## config.mk

```make
export PLATFORM = sky130hd
export DESIGN_NAME = reader_74hc165
export DESIGN_NICKNAME = d
export VERILOG_FILES = /design/src/rtl/reader_74hc165.sv
export SDC_FILE = /design/constraint.sdc
export NUM_CORES = 1
export LEC_CHECK = 0
export ABC_CLOCK_PERIOD_IN_PS = 1700
export BUFFER_PORTS_ARGS = -buffer_cell sky130_fd_sc_hd__buf_2
export CORE_MARGIN = 4
export CORE_UTILIZATION = 55
export DETAILED_ROUTE_END_ITERATION = 10
export PLACE_DENSITY = 0.77
export RECOVER_POWER = 50
export SYNTH_ARGS = -nofsm -noshare
export SYNTH_HDL_FRONTEND = slang
export SYNTH_SLANG_ARGS = --single-unit
```

## constraint.sdc

```tcl
create_clock -name clk -period 1.7 [get_ports clk]
set_clock_uncertainty 0.05 [all_clocks]
set_input_delay 0.34 -clock clk [delete_from_list [all_inputs] [get_ports clk]]
set_output_delay 0.34 -clock clk [all_outputs]
set_load 0.005 [all_outputs]
```

## src/rtl/reader_74hc165.sv

```systemverilog
`default_nettype none
// ============================================================================
// Module   : reader_74hc165
// Brief    : Drives a chain of 74HC165 PISO registers and returns the sampled
//            pins as a parallel word with a one-cycle valid strobe.
// Revision : 1.0 - initial release
// ============================================================================
module reader_74hc165 #(
  parameter int WIDTH       = 8,
  parameter int CLK_DIV     = 1,
  parameter int LOAD_CYCLES = 1
) (
  input  logic             clk,
  input  logic             rst,
  input  logic             en,
  input  logic             start,
  input  logic             sdi,
  output logic             pl_n,
  output logic             ce_n,
  output logic             sck,
  output logic [WIDTH-1:0] data,
  output logic             valid,
  output logic             busy
);

  localparam int BIT_W  = (WIDTH > 1)       ? $clog2(WIDTH)       : 1;
  localparam int DIV_W  = (CLK_DIV > 1)     ? $clog2(CLK_DIV)     : 1;
  localparam int LD_W   = (LOAD_CYCLES > 1) ? $clog2(LOAD_CYCLES) : 1;
  localparam int TICK_W = (DIV_W > LD_W)    ? DIV_W               : LD_W;

  localparam logic [BIT_W-1:0]  c_BIT_LAST  = BIT_W'(WIDTH - 1);
  localparam logic [TICK_W-1:0] c_DIV_LAST  = TICK_W'(CLK_DIV - 1);
  localparam logic [TICK_W-1:0] c_LOAD_LAST = TICK_W'(LOAD_CYCLES - 1);

  typedef enum logic [2:0] {
    S_IDLE = 3'd0,
    S_LOAD = 3'd1,
    S_HOLD = 3'd2,
    S_LOW  = 3'd3,
    S_HIGH = 3'd4,
    S_DONE = 3'd5
  } state_t;

  state_t            r_state;
  logic [WIDTH-1:0]  r_sreg;
  logic [BIT_W-1:0]  r_bit;
  logic [TICK_W-1:0] r_tick;
  logic [WIDTH-1:0]  w_sreg_next;

  // First bit out of Q7 must end up in the MSB, so shift towards the MSB.
  generate
    if (WIDTH > 1) begin : g_wide
      assign w_sreg_next = {r_sreg[WIDTH-2:0], sdi};
    end else begin : g_narrow
      assign w_sreg_next = sdi;
    end
  endgenerate

  always_ff @(posedge clk) begin
    if (rst) begin
      r_state <= S_IDLE;
      pl_n    <= 1'b1;
      ce_n    <= 1'b1;
      sck     <= 1'b0;
      valid   <= 1'b0;
      busy    <= 1'b0;
      data    <= '0;
      r_sreg  <= '0;
      r_bit   <= '0;
      r_tick  <= '0;
    end else if (en) begin
      valid <= 1'b0;
      case (r_state)
        S_IDLE: begin
          if (start) begin
            r_state <= S_LOAD;
            pl_n    <= 1'b0;
            busy    <= 1'b1;
            r_tick  <= '0;
          end
        end
        S_LOAD: begin
          if (r_tick == c_LOAD_LAST) begin
            r_state <= S_HOLD;
            pl_n    <= 1'b1;
            ce_n    <= 1'b0;
            r_tick  <= '0;
          end else begin
            r_tick <= r_tick + TICK_W'(1);
          end
        end
        S_HOLD: begin
          r_state <= S_LOW;
          r_bit   <= '0;
          r_tick  <= '0;
        end
        S_LOW: begin
          if (r_tick == c_DIV_LAST) begin
            r_sreg  <= w_sreg_next;
            sck     <= 1'b1;
            r_tick  <= '0;
            r_state <= S_HIGH;
          end else begin
            r_tick <= r_tick + TICK_W'(1);
          end
        end
        S_HIGH: begin
          if (r_tick == c_DIV_LAST) begin
            sck    <= 1'b0;
            r_tick <= '0;
            if (r_bit == c_BIT_LAST) begin
              r_state <= S_DONE;
              data    <= r_sreg;
              valid   <= 1'b1;
              ce_n    <= 1'b1;
            end else begin
              r_bit   <= r_bit + BIT_W'(1);
              r_state <= S_LOW;
            end
          end else begin
            r_tick <= r_tick + TICK_W'(1);
          end
        end
        S_DONE: begin
          r_state <= S_IDLE;
          busy    <= 1'b0;
        end
        default: begin
          r_state <= S_IDLE;
          pl_n    <= 1'b1;
          ce_n    <= 1'b1;
          sck     <= 1'b0;
          busy    <= 1'b0;
        end
      endcase
    end
  end

endmodule
`default_nettype wire
```

After elaboration in Yosys (flattened, before gate mapping)
Cells that the tools add are included.
W data, S select, Z words.
{"block": "word_totals", "inputBits": 5, "out_inout_bits": 13, "regBits": 28, "word_cells": 70}
{"block": "classes", "n_addsub": 2, "n_eq_ne": 12, "bitwise": 5, "n_reduce_logical": 17, "muxes": 24}
{"operator": "$mux W3", "count": 7}
{"operator": "$reduce_and A4 Y1", "count": 4}
{"operator": "$reduce_or A4 Y1", "count": 4}
{"operator": "$pmux W3 S5", "count": 1}
{"operator": "$ne A2 B2 Y1 const B", "count": 6}
{"operator": "$pmux W1 S3", "count": 4}
{"operator": "$mux W1", "count": 10}
{"operator": "$reduce_and A5 Y1", "count": 2}
{"operator": "$eq A3 B3 Y1 const B", "count": 3}
{"operator": "$reduce_and A3 Y1", "count": 3}
{"operator": "$eq A3 B2 Y1 const B", "count": 2}
{"operator": "$pmux W3 S2", "count": 1}
{"operator": "$not A1 Y1", "count": 5}
{"operator": "$add A3 B1 Y3 const B", "count": 1}
{"operator": "$eq A3 B1 Y1 const B", "count": 1}
{"operator": "$logic_not A3 Y1", "count": 1}
{"operator": "$reduce_bool A3 Y1", "count": 1}
{"operator": "$reduce_or A3 Y1", "count": 1}
{"operator": "$pmux W1 S2", "count": 1}
{"operator": "$reduce_bool A2 Y1", "count": 1}
{"operator": "$add A1 B1 Y1 const B", "count": 1}

Longest topological paths before layout
{"block": "depth", "word_depth": 4, "ltp_mapped": 5, "depth_no_buf": 5}

Worst setup path after synthesis
No wires, ideal clock.
{"block": "synth_timing", "path_kind": "flip-flop to flip-flop", "from": "register r_bit[0]", "to": "register r_bit[0]", "slack_ns": 0.209, "period_less_slack_ns": 1.491, "arrival_ns": 1.316, "setup_time_ns": 0.125, "path_buffers": 0, "stages_incl_launch_ff": 6, "required_ns": 1.525, "path_cell_list": "dfxtp_1 > ha_1 > ha_1 > or3b_1 > a21oi_2 > o22ai_1"}
{"block": "synth_between", "elab_chain_cells": 4, "word_cells_on_any_way": 7, "cone_classes": "add/sub (1); eq/ne (2); mux (3); reduce/logical (1)"}
{"item": "start: declaration", "line": "46", "text": "logic [BIT_W-1:0] r_bit;"}
{"item": "start signal: assignment", "line": "117", "text": "r_bit <= r_bit + BIT_W'(1);"}
{"item": "$add A3 B1 Y3", "line": "117"}
{"item": "$mux W3", "line": "111", "text": "if (r_bit == c_BIT_LAST) begin"}
{"item": "$mux W3", "line": "108", "text": "if (r_tick == c_DIV_LAST) begin"}
{"item": "$pmux W3 S2", "line": "73", "text": "case (r_state)"}
Several ways; a longest one is shown, not always the timed one. The select of a mux whose other input is x is not followed.
A chain may end at the register's enable or synchronous reset.

Worst setup path after layout
Same ends and word-level chain as after synthesis.

==> summary.md <==
| Metric | Value |
|---|---|
| Critical path buffers and inverters | `0` |
| Power Density | `772 nW/um^2` |
| CP Data Required Time | `1.86 ns` |
| Gr usage total | `0.154` |
| Synth Instances | `140` |
| Placer Congestion | `0.777` |
| GR Overflow Total | `0` |
| Root Driver | `clkbuf_4` |
| Drt drc | `0` |
| HPWL after DPL | `1670 um` |
| Crit path cell chain | `ha_1 > ha_1 > or3b_1 > a21oi_2 > o22ai_1` |
| Setup crit end kind | `register` |
| Fin. Hold Viols | `0` |
| Initial DRT Pass Iterations | `4` |
| Post-CTS Resized | `0` |
| Status | `finished clean` |
| Largest net degree at the start of global routing | `29` |
| Ys async rst share | `0` |
| Largest family of logic cells by synthesized area | `simple AND/OR/NAND/NOR gates` |
| RSZ-0062 raised after global routing | `false` |
| Htree depth | `1` |
| Compound-gate portion of the synthesized area | `0.154` |
| Core area | `2190 um^2` |
| Diodes inserted | `0` |
| Xor/xnor cell area share of the yosys netlist | `0` |
| Io pins | `18` |
| Post-CTS Setup Inserts | `0` |
| Syn avg cell area | `9.01 um^2` |
| Nets | `162` |
| Worst min-delay path class | `input pin to register` |
| DR vias/cell | `5.32` |
| Syn nets | `147` |
| Total wire length | `2310 um` |
| Hold Crit Depth | `3` |
| Tmin final | `1.59 ns` |
| Crit-path leading delay family | `adder cells` |
| First-pass GRT wire length | `4010 um` |
| Crit path largest cell delay | `0.38 ns` |
| Cts hold-fix bufs | `0` |
| Yosys warns | `0` |
| Worst-Skew Late Latency | `0.32 ns` |
| Mapped Area | `1260 um^2` |
| Startpoint Class | `register` |
| Most frequent cell after synthesis | `dfxtp_1` |
| Number of port buffers | `17` |
| VDD IR max | `0.000622 V` |
| Avg WL per Cell | `12.7 um` |
| Post-synth EDFFs | `0` |
| Fin crit share | `0.935` |
| Cell depth of the worst setup path | `5` |
| Number of global-route vias before repair | `946` |
| Cell taking the most area after synthesis | `dfxtp_1` |
| Final setup fails | `0` |
| Critical path fanouts, max | `5` |
| Adder-cell share of the synthesized area | `0.0198` |
| Clk sink count | `27` |
| Clock Path Buffers | `2` |
| Tightest Pin Transition | `0.454 ns` |
| Simple-gate portion of the synthesized area | `0.268` |
| Layout cells sized above 1 | `0.123` |
| Top-area cell type share of the netlist area | `0.429` |
| Vias | `969` |
| Top post-synthesis cells by count | `dfxtp_1, nand2b_1, nand2_1` |
| Post-synthesis sequential area ratio | `0.429` |
| Die height | `55.9 um` |
| Max Cap Viol | `0` |
| Fin. max-slew vios | `0` |
| Leakage power total | `0.500 nW` |
| Final core utilization | `0.612` |
| Synth cell types | `34` |
| Reg clk slew, reported paths | `0.15 ns` |
| Fill count | `208` |
| Synth Register Bits | `27` |
| CP dominant cell by count | `ha_1` |
| Initial antenna violation count | `0` |
| Multiplexer share of the synthesized area | `0.0635` |
| Starting density of the core | `0.576` |
| Critical path type | `register to register` |
| Die width | `55.9 um` |
| P&R area growth vs syn | `6.25%` |
| Site Rows | `17` |
| Final Power | `1.03 mW` |
| Slowest cell on the critical path | `or3b_1` |
| Smallest hold slack | `0.198 ns` |
| Synth area leaders | `dfxtp_1, nand2b_1, a21oi_1, mux2i_1, nand2_1` |
| Slew HR | `0.697` |
| CTS tree | `yes` |
| Setup TNS | `0 ns` |
| Die Area | `3120 um^2` |
| Fmax | `629 MHz` |
| Top_reg_cell synth | `dfxtp_1` |
| Post-DRT Antenna Nets | `0` |
| Critical Path AT | `1.76 ns` |
| Total CTS buffers | `3` |
| Number of DRC markers in iteration 0 | `12` |
| Worst r2r path cells | `5` |
[stage by stage]
stage	setup WS [ns]	area [um^2]	instances
3_5_place_dp	0.118	1330	178
3_3_place_gp	0.170	1330	178
2_1_floorplan	0.209	1260	140
4_1_cts	0.105	1360	182
6_report	0.110	1340	182
5_1_grt	0.0146	1340	182
[logic make-up (layout without fill, tap and decap cells)]
logic type                 after synthesis  count (layout)
AOI/OAI and AO/OA                       30              30
adders and majority gates                2               2
buffers and inverters                   13              27
DFF                                     27              27
muxes                                    8               8
and+or+nand+nor                         60              60
[cell type report]
type / count / area [um^2] / share of cell area
Clock buffer: 3 / 22.5 / 0.0168
Clock inverter: 1 / 7.51 / 0.00560
Inverter: 3 / 11.3 / 0.00840
Multi-Input combinational cell: 100 / 631 / 0.471
Sequential cell: 27 / 541 / 0.403
Tap cell: 28 / 35.0 / 0.0261
Timing Repair Buffer: 20 / 92.6 / 0.0691
[path summary, 6_finish.rpt]
kind	slack, ns	to	from
max	0.11	r_bit[0]	r_bit[0]
min	0.20	r_sreg[0]	sdi
max reg2reg	0.11	r_bit[0]	r_bit[0]
min reg2reg	0.42	valid	valid
[worst min-delay path, delay by kind of cell]
family                 cells  cell delay (ns)
and+or+nand+nor            1             0.05
buffers and inverters      1             0.10
AOI/OAI and AO/OA          1             0.05
[state kept, by name (all words and copies together), names as in the netlist]
| signal | flops |
|---|---|
| busy | 1 |
| ce_n | 1 |
| data | 8 |
| pl_n | 1 |
| r_bit | 3 |
| r_sreg | 8 |
| r_state | 3 |
| sck | 1 |
| valid | 1 |
[where the power goes]
part | switching [mW] | internal, mW
Combinational | 0.0481 | 0.0409
Clock | 0.189 | 0.0897
Sequential | 0.0209 | 0.645
[metal layers]
| metal | share of wire | global-route usage | vias up |
|---|---|---|---|
| met5 | 0 | 0 | - |
| met4 | 0.014 | 0.0508 | 0 |
| met3 | 0.039 | 0.0255 | 4 |
| met2 | 0.49 | 0.279 | 14 |
| met1 | 0.46 | 0.183 | 447 |
| li1 | - | - | 504 |
[cell usage in the layout (no fill, tap or decap)]
cell         n
and3_1       2
clkinvlp_4   1
a21oi_1     16
inv_1        3
ha_1         2
o21bai_1     2
nand2_1     20
or3b_1       1
or2_0        1
nand4b_2     1
nand3_1      2
a221oi_1     1
a31oi_1      1
nor2_1       3
buf_4        1
and4b_1      1
buf_2       10
and2_1       1
nand2b_1    23
clkbuf_2     1
and3b_1      1
nor2b_1      1
clkbuf_1     8
mux2i_1      8
nor3_1       1
o2bb2ai_1    3
o22ai_1      1
a2111oi_0    1
a2bb2oi_1    1
dfxtp_1     27
nor2_4       1
o21ai_0      2
clkbuf_4     3
nand3b_1     1
a211o_1      1
a21oi_2      1
No activity file was read; power rests on OpenSTA's default activity.
